===== src/rtl/sprite_palette_banked.sv =====
// Multi-bank runtime-writable sprite palette with registered lookup,
// frame-synchronous bank switching, hit-flash and transparency flag.
module sprite_palette_banked #(
    parameter int IDX_W        = 4,
    parameter int BANKS        = 4,
    parameter int COLOR_W      = 4,
    parameter int TRANSP_IDX   = 0,
    parameter int FLASH_FRAMES = 6,
    localparam int BW          = (BANKS > 1) ? $clog2(BANKS) : 1,
    localparam int RGB_W       = 3 * COLOR_W
) (
    input  logic               Clk,
    input  logic               Reset,
    input  logic               frame_start,
    input  logic               pix_valid,
    input  logic [IDX_W-1:0]   pix_index,
    input  logic [BW-1:0]      bank_req,
    input  logic               wr_en,
    input  logic [BW-1:0]      wr_bank,
    input  logic [IDX_W-1:0]   wr_index,
    input  logic [RGB_W-1:0]   wr_rgb,
    input  logic               flash_trig,
    output logic [COLOR_W-1:0] red,
    output logic [COLOR_W-1:0] green,
    output logic [COLOR_W-1:0] blue,
    output logic               pix_transp,
    output logic               rgb_valid,
    output logic [BW-1:0]      active_bank,
    output logic               flash_active
);

    localparam int ENTRIES = 2 ** IDX_W;
    localparam logic [BW:0]      BANKS_L  = BANKS[BW:0];
    localparam logic [IDX_W-1:0] TRANSP_L = TRANSP_IDX[IDX_W-1:0];
    localparam logic [7:0]       FLASH_L  = FLASH_FRAMES[7:0];

    logic [RGB_W-1:0] r_pal [BANKS][ENTRIES];
    logic [RGB_W-1:0] r_rgb;
    logic             r_transp;
    logic             r_valid;
    logic [BW-1:0]    r_bank;
    logic [7:0]       r_fc;

    logic             w_wr_ok;
    logic             w_req_ok;
    logic             w_transp;
    logic [RGB_W-1:0] w_entry;

    assign w_wr_ok  = wr_en && ({1'b0, wr_bank} < BANKS_L);
    assign w_req_ok = {1'b0, bank_req} < BANKS_L;
    assign w_transp = (pix_index == TRANSP_L);
    assign w_entry  = r_pal[r_bank][pix_index];

    always_ff @(posedge Clk or posedge Reset) begin
        if (Reset) begin
            for (int b = 0; b < BANKS; b++)
                for (int e = 0; e < ENTRIES; e++)
                    r_pal[b][e] <= '0;
        end else if (w_wr_ok) begin
            r_pal[wr_bank][wr_index] <= wr_rgb;
        end
    end

    // Flash only whitens opaque pixels, using the counter as seen this edge.
    always_ff @(posedge Clk or posedge Reset) begin
        if (Reset) begin
            r_rgb    <= '0;
            r_transp <= 1'b0;
            r_valid  <= 1'b0;
        end else if (pix_valid) begin
            r_valid  <= 1'b1;
            r_transp <= w_transp;
            r_rgb    <= (r_fc[0] && !w_transp) ? {RGB_W{1'b1}} : w_entry;
        end else begin
            r_valid  <= 1'b0;
            r_transp <= 1'b0;
            r_rgb    <= '0;
        end
    end

    always_ff @(posedge Clk or posedge Reset) begin
        if (Reset) begin
            r_bank <= '0;
        end else if (frame_start && w_req_ok) begin
            r_bank <= bank_req;
        end
    end

    always_ff @(posedge Clk or posedge Reset) begin
        if (Reset) begin
            r_fc <= '0;
        end else if (flash_trig) begin
            r_fc <= FLASH_L;
        end else if (frame_start && (r_fc != 8'd0)) begin
            r_fc <= r_fc - 8'd1;
        end
    end

    assign {red, green, blue} = r_rgb;
    assign pix_transp         = r_transp;
    assign rgb_valid          = r_valid;
    assign active_bank        = r_bank;
    assign flash_active       = (r_fc != 8'd0);

endmodule

===== config.mk =====
export PLATFORM = sky130hd
export DESIGN_NAME = sprite_palette_banked
export DESIGN_NICKNAME = d
export VERILOG_FILES = /design/src/rtl/sprite_palette_banked.sv
export SDC_FILE = /design/constraint.sdc
export NUM_CORES = 1
export LEC_CHECK = 0
export ABC_AREA = 0
export BUFFER_PORTS_ARGS = -buffer_cell sky130_fd_sc_hd__buf_2
export CELL_PAD_IN_SITES_DETAIL_PLACEMENT = 0
export CELL_PAD_IN_SITES_GLOBAL_PLACEMENT = 1
export CORE_MARGIN = 4
export CORE_UTILIZATION = 50
export CTS_CLUSTER_SIZE = 8
export DETAILED_ROUTE_END_ITERATION = 10
export PLACE_DENSITY_LB_ADDON = 0.05
export SLEW_MARGIN = 20
export SYNTH_ARGS = -nofsm -noshare
export SYNTH_HDL_FRONTEND = slang
export SYNTH_SLANG_ARGS = --single-unit

===== constraint.sdc =====
create_clock -name Clk -period 69.1 [get_ports Clk]
set_input_delay 13.82 -clock Clk [delete_from_list [all_inputs] [get_ports Clk]]
set_output_delay 13.82 -clock Clk [all_outputs]
set_load 0.02 [all_outputs]

==> results of run 1 <==
worst max-delay path, cell delays in order (launching register included):
cell     delay [ns]
dfrtp_1        0.46
inv_1          0.20
ha_1           0.17
inv_1          0.05
or4_1          0.53
buf_2          0.18
cell usage in the layout (no fill, tap or decap), drive strengths merged, types with 2 or more instances in the layout:
cell	instances
o22ai	3
clkbuf	113
a22oi	25
a21oi	37
nand4	5
nor3b	12
dfrtp	792
mux4	145
a22o	4
xnor2	4
or4	2
diode	3
a211oi	14
a221o	4
a221oi	5
mux2i	119
or2	7
o211ai	7
nor2	40
a211o	5
nor3	9
inv	5
o311a	4
nand3	17
nor2b	10
nand2	71
buf	94
mux2	796
nand2b	12
xor2	3
nor4	2
o21ai	29
ha	2
and2	3
o211a	4
nand3b	2
layer usage:
metal / wire (microns) / global-route usage
met1: 44200 / 0.365
met2: 44800 / 0.393
met3: 4890 / 0.0503
met4: 2790 / 0.0730
met5: 9 / 0
power by group through the flow:
stage	sequential (mW)	clock (mW)	combinational, mW
3_3_place_gp	0.560	0	0.168
3_5_place_dp	0.564	0	0.171
2_1_floorplan	0.554	0	0.130
4_1_cts	0.557	0.473	0.172
6_report	0.557	0.462	0.170
5_1_grt	0.564	0.492	0.183
state kept, by name (all words and copies together) (netlist names):
signal,count
active_bank,2
r_rgb,12
rgb_valid,1
r_pal,768
r_fc,8
pix_transp,1
final cells by class:
| cell class | count | area (sq um) |
|---|---|---|
| Multi-Input combinational cell | 1409 | 15500 |
| Antenna cell | 3 | 7.51 |
| Fill cell | 5849 | 31900 |
| Inverter | 4 | 22.5 |
| Clock buffer | 113 | 2790 |
| Sequential cell | 792 | 19800 |
| Tap cell | 950 | 1190 |
| Timing Repair Buffer | 94 | 638 |
| Clock inverter | 1 | 8.76 |
per-stage QoR:
| stage | setup WS (ns) | hold slack (ns) | utilization |
|---|---|---|---|
| finish | 53.04 | 0.490 | 0.556 |
| CTS | 52.99 | 0.489 | 0.556 |
| global placement | 52.48 | 0.464 | 0.517 |
| detailed placement | 52.43 | 0.478 | 0.517 |
| floorplan | 33.04 | 0.453 | - |
| global route | 52.92 | 0.502 | 0.556 |
logic make-up after synthesis:
group	count (synthesis)	synth area share
flops	792	0.545
mux	1060	0.369
fa+ha+maj	2	0.000687
compound gates	143	0.0267
buf+inv	233	0.0315
xor+xnor	7	0.00168
simple gates	197	0.0262
worst max path at each step:
stage / start / endpoint / slack [ns] / cells past startpoint
global placement: pix_index[0] / r_rgb[6] / 52.48 / 6
detailed placement: pix_index[0] / r_rgb[6] / 52.43 / 6
floorplan: Reset / active_bank[0] / 33.04 / 1
global route: r_fc[0] / flash_active / 52.92 / 5
finish: r_fc[0] / flash_active / 53.04 / 5
CTS: r_fc[0] / flash_active / 52.99 / 5
==> flow_metrics.env, run 1 <==
export IMPL_synth_nets=2466
export IMPL_synth_top_cell_by_area="dfrtp_1"
export IMPL_syn_to_final_growth_pct=9.73
export IMPL_p_leak_nw=18.8
export IMPL_slew_headroom=0.270
export IMPL_ctsHoldBuffers=0
export IMPL_worstSkewPairLatency_ns=0.64
export IMPL_p_clk_frac=0.389
export IMPL_synth_edff_count=0
export IMPL_slew_violations=0
export IMPL_clkTransAtPathRegs_ns=0.05
export IMPL_setup_viol_count_final=0
export IMPL_drtIter0Drc=1460
export IMPL_hold_class="reg -> reg"
export IMPL_antenna_found_initial=3
export IMPL_grt_pass1_wl_microns=147000
export IMPL_final_cells=3366
export IMPL_die_h_microns=278
export IMPL_r2r_cells=7
export IMPL_antenna_left=0
export IMPL_r2r_end="r_rgb[4]"
export IMPL_yosysWarnings=0
export IMPL_first_pass_iters=5
export IMPL_nets=2441
export IMPL_ys_ff_latch=792
export IMPL_drive_above_1_share=0.482
export IMPL_yosys_top_cells_count="dfrtp_1, mux2_2, mux4_2"
export IMPL_gp_congestion=0.823
export IMPL_fmax_mhz=62.3
export IMPL_io_pins=47
export IMPL_die_area_sq_um=77200
export IMPL_die_w_microns=278
export IMPL_p_int_mw=0.891
export IMPL_placed_cell_area_sq_um=37100
export IMPL_syn_inst=2434
export IMPL_synth_area_leaders="dfrtp_1, mux2_2, mux4_2, mux2i_1, clkbuf_1"
export IMPL_cts_tree="yes"
export IMPL_finalSetupTns_ns=0
export IMPL_wl_microns=96700
export IMPL_critPathKind="reg -> out"
export IMPL_p_switching_mw=0.298
export IMPL_drc_errors=0
export IMPL_period_share=0.232
export IMPL_post_dp_hpwl_microns=58900
export IMPL_globalRouteOverflowTotal=0
export IMPL_synthArstFlopShare=1.00
export IMPL_swShare=0.251
export IMPL_initial_core_util=0.507
export IMPL_pwr_share_seq=0.469
export IMPL_vias_per_cell=6.14
export IMPL_r2r_slack_ns=65.48
export IMPL_postCtsResizedCells=0
export IMPL_vias=20700
export IMPL_finalHoldViolCount=0
export IMPL_grt_max_degree=166
export IMPL_cp_required_ns=55.28
export IMPL_ys_seq_area_frac=0.545
export IMPL_netlist_cell_type_count=50
export IMPL_combPwrFrac=0.143
export IMPL_wire_per_inst_microns=28.7
export IMPL_clockRootBuffer="clkbuf_16"
export IMPL_fin_crit_ns=16.06
export IMPL_endpoint_kind="primary output"
export IMPL_grt_usage=0.253
export IMPL_reg2reg_from="active_bank[1]"
export IMPL_ctsHtreeMaxLevel=3
export IMPL_core_area_sq_um=71900
export IMPL_synth_flop_cell="dfrtp_1"
export IMPL_pwr_density_cell_nw_per_um2=29.8
export IMPL_min_from="r_pal[217]"
export IMPL_postCtsSetupBuffers=0
export IMPL_synth_top_area_frac=0.545
export IMPL_power_total_mw=1.19
export IMPL_skew_ns=0.0172
export IMPL_syn_avg_cell_area_sq_um=15.0
export IMPL_cts_buffer_depth=3
export IMPL_crit_path_start_kind="flop"
export IMPL_cap_violations=0
export IMPL_syn_area_sq_um=36400
export IMPL_clock_sinks=792
export IMPL_port_buffers=46
export IMPL_holdPathStages=1
export IMPL_post_place_cells=3249
export IMPL_rsz0062_at_grt="false"
export IMPL_grt_pass1_vias=22200
export IMPL_critPathArrivalTime_ns=2.24
export IMPL_crit_fanout=4
export IMPL_cts_made_buffers=108
export IMPL_vdd_drop_max_mv=0.0173
export IMPL_design_area_sq_um=39900
export IMPL_hold_end="r_pal[217]"
export IMPL_rows=98
export IMPL_worst_slew_pin_slew_ns=1.09
export IMPL_outcome="finished clean"
No activity file was read; power rests on OpenSTA's default activity.
==> inputs of run 2 (changes only) <==
==> constraint.sdc (replaced) <==
create_clock -name Clk -period 16.2 [get_ports Clk]
set_input_delay 3.24 -clock Clk [delete_from_list [all_inputs] [get_ports Clk]]
set_output_delay 3.24 -clock Clk [all_outputs]
set_load 0.02 [all_outputs]
==> run 2 against run 1 <==
  * Final cell count about the same
  * Setup slack got worse by 42 ns
  * Cell area about the same
  * Utilization about the same
  * Critical path depth unchanged
  * Hold slack improved by 0.0028 ns
  * Total power increased to 4.3 times the previous value
  * Non-clock buffer count unchanged
  * Clock skew increased by 0.0052 ns
==> flow_metrics.env, run 2 (synthesized netlist as in run 1, its figures left out) <==
export IMPL_fmax_mhz=178
export IMPL_crit_fanout=75
export IMPL_die_h_microns=278
export IMPL_period_share=0.346
export IMPL_cp_common_cell="buf_4"
export IMPL_cts_made_buffers=108
export IMPL_vias_per_cell=6.22
export IMPL_cts_buffer_depth=3
export IMPL_io_pins=47
export IMPL_globalRouteOverflowTotal=0
export IMPL_setup_viol_count_final=0
export IMPL_grt_usage=0.256
export IMPL_final_cell_mix="mux2_2, dfrtp_1, mux4_2, mux2i_1, clkbuf_16"
export IMPL_cts_tree="yes"
export IMPL_vias=20900
export IMPL_finalHoldViolCount=0
export IMPL_post_dp_hpwl_microns=60500
export IMPL_first_pass_iters=5
export IMPL_clockRootBuffer="clkbuf_16"
export IMPL_grt_pass1_wl_microns=149000
export IMPL_slew_violations=0
export IMPL_die_area_sq_um=77200
export IMPL_worstSkewPairLatency_ns=0.65
export IMPL_ctsHtreeMaxLevel=3
export IMPL_clock_sinks=792
export IMPL_grt_pass1_vias=22100
export IMPL_rsz0062_at_grt="false"
export IMPL_skew_ns=0.0225
export IMPL_wire_per_inst_microns=29.1
export IMPL_endpoint_kind="asynchronous set/reset pin"
export IMPL_combPwrFrac=0.144
export IMPL_whs_ns=0.493
export IMPL_p_switching_mw=1.28
export IMPL_cp_required_ns=16.82
export IMPL_postCtsSetupBuffers=0
export IMPL_drtIter0Drc=1527
export IMPL_slew_headroom=0.263
export IMPL_top_register="r_pal"
export IMPL_nets=2441
export IMPL_crit_path_start_kind="primary input"
export IMPL_regArea_sq_um=19800
export IMPL_worst_slew_pin_slew_ns=1.10
export IMPL_outcome="finished clean"
export IMPL_slowest_delay_ns=0.84
export IMPL_multi_input_area_sq_um=15500
export IMPL_critPathArrivalTime_ns=6.23
export IMPL_wl_microns=98100
export IMPL_antenna_left=0
export IMPL_clkTransAtPathRegs_ns=0.05
export IMPL_die_w_microns=278
export IMPL_syn_to_final_growth_pct=9.74
export IMPL_worstPathCellList="buf_2, clkinvlp_4, buf_4, buf_4, buf_4"
export IMPL_fin_crit_ns=5.61
export IMPL_ctsHoldBuffers=0
export IMPL_drive_above_1_share=0.484
export IMPL_antenna_found_initial=0
export IMPL_p_clk_frac=0.388
export IMPL_critical_path_slowest_cell="buf_4"
export IMPL_fill_cells=5855
export IMPL_largest_reg_flops=768
export IMPL_finalSetupTns_ns=0
export IMPL_p_leak_nw=18.8
export IMPL_hold_class="reg -> reg"
export IMPL_cap_violations=0
export IMPL_vdd_drop_max_mv=0.0781
export IMPL_rows=98
export IMPL_gp_congestion=0.844
export IMPL_postCtsResizedCells=0
export IMPL_port_buffers=46
export IMPL_grt_max_degree=155
export IMPL_critPathKind="in -> async"
export IMPL_core_area_sq_um=71900
export IMPL_initial_core_util=0.507
export IMPL_top_regs="r_pal: 768 flops, r_rgb: 12 flops, r_fc: 8 flops"
export IMPL_layout_commonest_cell="mux2_2"
export IMPL_p_int_mw=3.80
export IMPL_swShare=0.252
export IMPL_pwr_share_seq=0.468
export IMPL_drc_errors=0
export IMPL_pwr_density_cell_nw_per_um2=127
run 2: layer usage:
metal  vias up  global-route usage  wire length, microns
met1     11500               0.378                 44700
met4         0              0.0578                  1780
li1       8837                   -                     -
met3       124              0.0416                  5030
met2       501               0.406                 46600
met5         -                   0                     0
run 2: worst paths after layout:
| path | depth (start not counted) | end | start | slack, ns |
|---|---|---|---|---|
| setup / recovery | 5 | r_pal[262] | Reset | 10.59 |
| hold / removal | 1 | r_pal[220] | r_pal[220] | 0.49 |
| setup reg to reg | 8 | r_rgb[1] | active_bank[1] | 12.22 |
| hold reg to reg | 1 | r_pal[220] | r_pal[220] | 0.49 |
| max in group Clk | 7 | r_rgb[2] | pix_index[0] | 10.59 |
| min in group asynchronous | 2 | r_pal[761] | Reset | 2.64 |
run 2: area by class of cell:
type                            instances  area share
Multi-Input combinational cell       1409       0.387
Timing Repair Buffer                   94      0.0160
Clock buffer                          113      0.0697
Inverter                                4    0.000470
Antenna cell                            2    0.000125
Tap cell                              950      0.0298
Sequential cell                       792       0.496
Clock inverter                          1    0.000219
run 2: metrics by stage:
| step | utilization | cell area [sq um] | cells | setup slack (ns) | power, mW |
|---|---|---|---|---|---|
| after floorplan | - | 36400 | 2434 | 2.09 | 2.92 |
| after global placement | 0.517 | 37100 | 3249 | 9.83 | 3.11 |
| after detailed placement | 0.517 | 37100 | 3249 | 9.72 | 3.14 |
| after CTS | 0.556 | 39900 | 3363 | 10.41 | 5.14 |
| after global routing | 0.556 | 39900 | 3363 | 10.09 | 5.30 |
| final | 0.556 | 39900 | 3365 | 10.59 | 5.08 |
run 2: power by group through the flow:
stage | combinational, mW | clock (mW) | sequential, mW
floorplan | 0.553 | 0 | 2.37
global placement | 0.725 | 0 | 2.38
detailed placement | 0.741 | 0 | 2.40
CTS | 0.742 | 2.02 | 2.37
global route | 0.790 | 2.11 | 2.40
finish | 0.733 | 1.97 | 2.38
run 2: worst max-delay path: cells and delay by family:
kind                   cells  cell delay (ns)
buffers and inverters      5             2.80
